==> src/rtl/vga_plot_arbiter.sv <==
// Round-robin arbiter merging two pixel requesters onto one VGA adapter write port.
// Optional full-screen clear sweep is compiled in when PLOT_CLEAR_EN is defined.
module vga_plot_arbiter #(
   parameter int unsigned XMAX         = 160,
   parameter int unsigned YMAX         = 120,
   parameter logic [2:0]  CLEAR_COLOUR = 3'b000
) (
   input  logic        CLOCK_50,
   input  logic        reset,
   input  logic [1:0]  req_valid,
   input  logic [15:0] req_x,
   input  logic [13:0] req_y,
   input  logic [5:0]  req_colour,
   output logic [1:0]  req_ready,
   input  logic        clear_start,
   output logic        clear_busy,
   output logic [7:0]  x,
   output logic [6:0]  y,
   output logic [2:0]  colour,
   output logic        plot,
   output logic        vga_resetn
);

   typedef enum logic [0:0] {StIdle, StClear} state_e;

   state_e     state_q, state_d;
   logic       last_q, last_d;  // index of the requester granted most recently
   logic [7:0] x_q, x_d;
   logic [6:0] y_q, y_d;
   logic [2:0] colour_q, colour_d;
   logic       plot_q, plot_d;
   logic       resetn_q;

   logic [1:0] grant;
   logic       xfer;
   logic       sel;
   logic [7:0] sel_x;
   logic [6:0] sel_y;
   logic [2:0] sel_colour;
   logic       in_range;
   logic       clear_block;
   logic [7:0] clear_x;
   logic [6:0] clear_y;
   logic [2:0] clear_colour;

`ifdef PLOT_CLEAR_EN
   logic [7:0] cx_q, cx_d;
   logic [6:0] cy_q, cy_d;
   logic       row_end;
   logic       last_pix;

   assign row_end  = (cx_q == 8'(XMAX - 1));
   assign last_pix = row_end && (cy_q == 7'(YMAX - 1));

   always_comb begin
      state_d = state_q;
      cx_d    = cx_q;
      cy_d    = cy_q;
      unique case (state_q)
         StIdle: begin
            if (clear_start) begin
               state_d = StClear;
               cx_d    = 8'd0;
               cy_d    = 7'd0;
            end
         end
         StClear: begin
            if (last_pix) begin
               state_d = StIdle;
               cx_d    = 8'd0;
               cy_d    = 7'd0;
            end else if (row_end) begin
               cx_d = 8'd0;
               cy_d = cy_q + 7'd1;
            end else begin
               cx_d = cx_q + 8'd1;
            end
         end
         default: state_d = StIdle;
      endcase
   end

   always_ff @(posedge CLOCK_50 or posedge reset) begin
      if (reset) begin
         cx_q <= 8'd0;
         cy_q <= 7'd0;
      end else begin
         cx_q <= cx_d;
         cy_q <= cy_d;
      end
   end

   assign clear_block  = clear_start;
   assign clear_busy   = (state_q == StClear);
   assign clear_x      = cx_q;
   assign clear_y      = cy_q;
   assign clear_colour = CLEAR_COLOUR;
`else
   logic unused_clear;

   always_comb begin
      state_d = StIdle;
   end

   assign unused_clear = ^{clear_start, CLEAR_COLOUR};
   assign clear_block  = 1'b0;
   assign clear_busy   = 1'b0;
   assign clear_x      = 8'd0;
   assign clear_y      = 7'd0;
   assign clear_colour = 3'b000;
`endif

   // Grants only in idle; a pending clear request locks both requesters out.
   always_comb begin
      grant = 2'b00;
      if ((state_q == StIdle) && !reset && !clear_block) begin
         unique case (req_valid)
            2'b01:   grant = 2'b01;
            2'b10:   grant = 2'b10;
            2'b11:   grant = last_q ? 2'b01 : 2'b10;
            default: grant = 2'b00;
         endcase
      end
   end

   assign req_ready  = grant;
   assign xfer       = |grant;
   assign sel        = grant[1];
   assign sel_x      = sel ? req_x[15:8]      : req_x[7:0];
   assign sel_y      = sel ? req_y[13:7]      : req_y[6:0];
   assign sel_colour = sel ? req_colour[5:3]  : req_colour[2:0];
   assign in_range   = ({24'd0, sel_x} < XMAX) && ({25'd0, sel_y} < YMAX);

   always_comb begin
      last_d   = last_q;
      x_d      = x_q;
      y_d      = y_q;
      colour_d = colour_q;
      plot_d   = 1'b0;
      if (clear_busy) begin
         // Track the sweep so the last cleared pixel holds once the sweep ends.
         x_d      = clear_x;
         y_d      = clear_y;
         colour_d = clear_colour;
      end else if (xfer) begin
         last_d = sel;
         if (in_range) begin
            x_d      = sel_x;
            y_d      = sel_y;
            colour_d = sel_colour;
            plot_d   = 1'b1;
         end
      end
   end

   always_ff @(posedge CLOCK_50 or posedge reset) begin
      if (reset) begin
         state_q  <= StIdle;
         last_q   <= 1'b1;
         x_q      <= 8'd0;
         y_q      <= 7'd0;
         colour_q <= 3'b000;
         plot_q   <= 1'b0;
         resetn_q <= 1'b0;
      end else begin
         state_q  <= state_d;
         last_q   <= last_d;
         x_q      <= x_d;
         y_q      <= y_d;
         colour_q <= colour_d;
         plot_q   <= plot_d;
         resetn_q <= 1'b1;
      end
   end

   // The sweep drives the port directly so plot lines up with clear_busy.
   assign x          = clear_busy ? clear_x      : x_q;
   assign y          = clear_busy ? clear_y      : y_q;
   assign colour     = clear_busy ? clear_colour : colour_q;
   assign plot       = clear_busy | plot_q;
   assign vga_resetn = resetn_q;

endmodule

==> config.mk <==
export PLATFORM = sky130hd
export DESIGN_NAME = vga_plot_arbiter
export DESIGN_NICKNAME = d
export VERILOG_FILES = /design/src/rtl/vga_plot_arbiter.sv
export SDC_FILE = /design/constraint.sdc
export NUM_CORES = 1
export LEC_CHECK = 0
export BUFFER_PORTS_ARGS = -buffer_cell sky130_fd_sc_hd__buf_2
export CORE_MARGIN = 5
export CORE_UTILIZATION = 30
export CTS_BUF_LIST = sky130_fd_sc_hd__clkbuf_4 sky130_fd_sc_hd__clkbuf_8 sky130_fd_sc_hd__clkbuf_16
export CTS_CLUSTER_SIZE = 40
export DETAILED_ROUTE_END_ITERATION = 10
export PLACE_DENSITY_LB_ADDON = 0.12
export SLEW_MARGIN = 20
export SYNTH_ARGS = -nofsm -noshare
export SYNTH_HDL_FRONTEND = slang
export SYNTH_SLANG_ARGS = --single-unit
export TNS_END_PERCENT = 20
==> constraint.sdc <==
create_clock -name CLOCK_50 -period 5.5 [get_ports CLOCK_50]
set_input_delay 1.1 -clock CLOCK_50 [delete_from_list [all_inputs] [get_ports CLOCK_50]]
set_output_delay 1.1 -clock CLOCK_50 [all_outputs]
set_load 0.02 [all_outputs]
======== Yosys cells after proc, flatten, opt, wreduce, memory -nomap -nowiden ========
Index checks and enable logic that the tools add are counted.
word-level totals
  register bits after elaboration ......... 21
operators by class
  $lt $le $gt $ge ......................... 2
  reductions and logical operators ........ 3
  equality and inequality tests ........... 3
  mux-type cells .......................... 8
operators with widths
  operator                                             number
  less-than comparator 8 bit, second input constant    1
  two-way mux 8 bit                                    1
  less-than comparator 7 bit, second input constant    1
  two-way mux 7 bit                                    1
  case mux 2 bit (3 select lines)                      1
  equality test 2 bit, second input constant           2
  two-way mux 2 bit                                    2
  two-way mux 3 bit                                    1
  equality test 2 x 1 -> 1 bit, second input constant  1
  two-way mux 1 bit                                    2
  AND reduction 2 bit                                  1
  OR reduction 2 bit                                   1
  logical AND 1 bit                                    1

======== Logic depth before layout (Yosys ltp) ========
  depth after elaboration ................. 8
  depth in mapped cells ................... 6

======== Worst setup path after synthesis ========
OpenSTA, ideal clock, no wires.
  path type ............................... in2out
  from .................................... input port reset
  to ...................................... output port req_ready[0]
  path buffers ............................ 0
  data required time ...................... 4.400 ns
  arrival ................................. 2.311 ns
  stages on the path ...................... 3
  setup slack ............................. 2.089 ns
  cell sequence ........................... inv_1 o21ai_0 nor2_1
on the way
  word-level cells in the longest chain between the ends .. 1
RTL lines
  item                RTL line  RTL
  start: declaration  9         input logic reset,
  two-way mux 2 bit   116       if ((state_q == StIdle) && !reset && !clear_block) begin
  end: declaration    14        output logic [1:0] req_ready,
No other way between the ends.

======== Worst setup path in the final report ========
Same ends and word-level chain as after synthesis.

==> results.cfg <==
[status]
status = finished, final reports clean

[global_route]
grt_max_degree = 24
grt_usage = 0.1090
antenna_found_initial = 0
grt.overflow.total = 0
grt_first_pass_wirelength_um = 4305
grt_pass1_vias = 918

[clock_network]
clk-insertion-delay-late_ns = 0.26
clk_root_buffer_cell = clkbuf_8
clk_pin_slew_ns = 0.08
htree_levels = 1
holdBufCountCts = 0
cts_setup_buffers = 0
cts_tree = done
clock-sinks = 21
clock_path_buffers = 2
cts_resized = 0
cts_made_buffers = 3

[logic_synthesis]
synth-edff-count = 0
synth.area.top_cells = dfrtp_1, mux2_2, mux2_4
synth.most_common_cell = mux2_2
syn_inst = 83
ys_ff_latch = 21
synth_ff_type = dfrtp_1
yosys.area_share.simple = 0.06916
yosys.area.top_type = dfrtp_1
seq_area_frac_synth = 0.4773
ys_types = 23
synthAdderAreaFrac = 0
synth-compound-area-share = 0.06576
avgSynthCellArea_um2 = 13.30
synthMuxAreaShare = 0.3537
ys_async_sr_fraction = 1.000
ys_warn_count = 0
netlist_top_cells_count = mux2_2, dfrtp_1, mux2_4
synth_top_area_share = 0.4535
syn_nets = 124
synth_area_um2 = 1104
synth_top_family_by_area = multiplexers
synthXorXnorAreaFrac = 0

[place]
dp_hpwl_um = 1976
place.port_buffers = 61
gp_congestion = 0.7560

[critical_path]
cp-end-kind = output port
crit_fanout = 23
cp.required_ns = 4.40
cp.arrival_ns = 2.61
startpoint_type = primary input
critPathKind = primary input to output port

[layout]
area_delta_synth_final_pct = 36.51
antennaDiodeCount = 0
fillers = 372
layout.nets = 188
final_util = 0.4178
drive_above_1_share = 0.6918

[min_path]
hold_path.class = register to register

[pwr]
vdd_drop_max_uv = 127.4
power.leakage_uw = 0.0007415
power_density_nw_per_um2 = 326.7

[sta]
period_share = 0.6750
worst_slew_pin_slew_ns = 0.8486
max-slew-margin-rel = 0.4337
fmax_mhz = 269.4
clock-skew-final_ns = 0.007430
drv_slew = 0
rsz0062_at_grt = no
setup_viol = 0
fin_crit_ns = 3.713
hold_viol_final = 0
setup-tns-final_ns = 0

[route]
drc = 0
vias_per_cell = 4.613
wl_um = 2597
wl_per_cell_um = 13.39
dr_total_vias = 895
drt_iter0_drc = 4
drt_first_pass_iters = 4
ant_nets = 0

[floorplanning]
top_level_ports = 64
die_x_um = 70.65
start_util = 0.3060
fp.dieH_um = 70.65
core-area_um2 = 3606
num_rows = 22
die_area_um2 = 4991

[run]
cap_violations = 0
==> cells by family after synthesis <==
logic type | count (synthesis)
muxes | 33
DFF | 21
and+or+nand+nor | 13
AOI/OAI and AO/OA | 9
buffers and inverters | 5
other | 2
==> metal layers <==
layer / wire (µm) / part of all wire / vias up / global-route usage
met2: 1294 / 0.50 / 34 / 0.1850
met5: 0 / 0 / - / 0
met1: 1088 / 0.42 / 436 / 0.1253
li1: - / - / 423 / -
met3: 181 / 0.070 / 2 / 0.02983
met4: 34 / 0.013 / 0 / 0.05637
==> through the flow <==
step | hold slack (ns) | total power [µW] | worst slack (ns) | cell area [µm²] | instances
after floorplan | 0.4861 | 330.8 | 2.089 | 1104 | 83
after global placement | 0.4858 | 391.6 | 1.578 | 1446 | 189
after detailed placement | 0.4894 | 393.7 | 1.536 | 1446 | 189
after CTS | 0.5083 | 503.0 | 1.668 | 1495 | 193
after global routing | 0.5166 | 525.7 | 1.405 | 1506 | 194
final | 0.5032 | 492.1 | 1.787 | 1506 | 194
==> final timing paths <==
path                                     end    from  slack [ns]  cells after the start
worst max-delay path            req_ready[0]   reset        1.79                      5
worst min-delay path                    x[0]    x[0]        0.50                      1
worst max register to register          x[6]  last_q        3.18                      6
max in group asynchronous          colour[0]   reset        3.92                      2
min in group asynchronous               y[1]   reset        1.05                      2
worst min register to register          x[0]    x[0]        0.50                      1
==> registers in the layout, indices dropped and copies added (netlist names) <==
name	flops
colour	3
last_q	1
plot	1
vga_resetn	1
x	8
y	7
==> power by group <==
group	switching [µW]	internal [µW]	total [µW]
Combinational	96.2	84.7	181
Sequential	16.5	191	208
Clock	46.9	56.4	103
==> critical path, stage by stage <==
cell and delay, ns:
buf_2 0.13, inv_1 0.62, o21ai_0 0.42, nor2_1 0.17, buf_2 0.17
==> placed cells by master, fill, tap and decap left out, drive strengths merged <==
cell / netlist / layout
nand2: 3 / 3
nand2b: 1 / 1
nand4: 3 / 3
and2: 1 / 1
a2bb2oi: 3 / 3
conb: 2 / 2
inv: 2 / 2
o31ai: 1 / 1
dfstp: 1 / 1
nor2b: 1 / 1
nor3: 2 / 2
clkbuf: 1 / 4
nor2: 2 / 2
mux2i: 3 / 3
mux2: 30 / 30
buf: 2 / 62
a21oi: 2 / 2
dfrtp: 20 / 20
o21ai: 3 / 3
==> area by class of cell <==
| class | count | area [µm²] | share of cell area |
|---|---|---|---|
| Multi-Input combinational cell | 57 | 546.8 | 0.3630 |
| Sequential cell | 21 | 526.8 | 0.3497 |
| Timing Repair Buffer | 62 | 316.6 | 0.2101 |
| Tap cell | 48 | 60.06 | 0.03987 |
| Clock buffer | 4 | 48.80 | 0.03239 |
| Inverter | 2 | 7.507 | 0.004983 |
No activity file was read; power rests on OpenSTA's default activity.
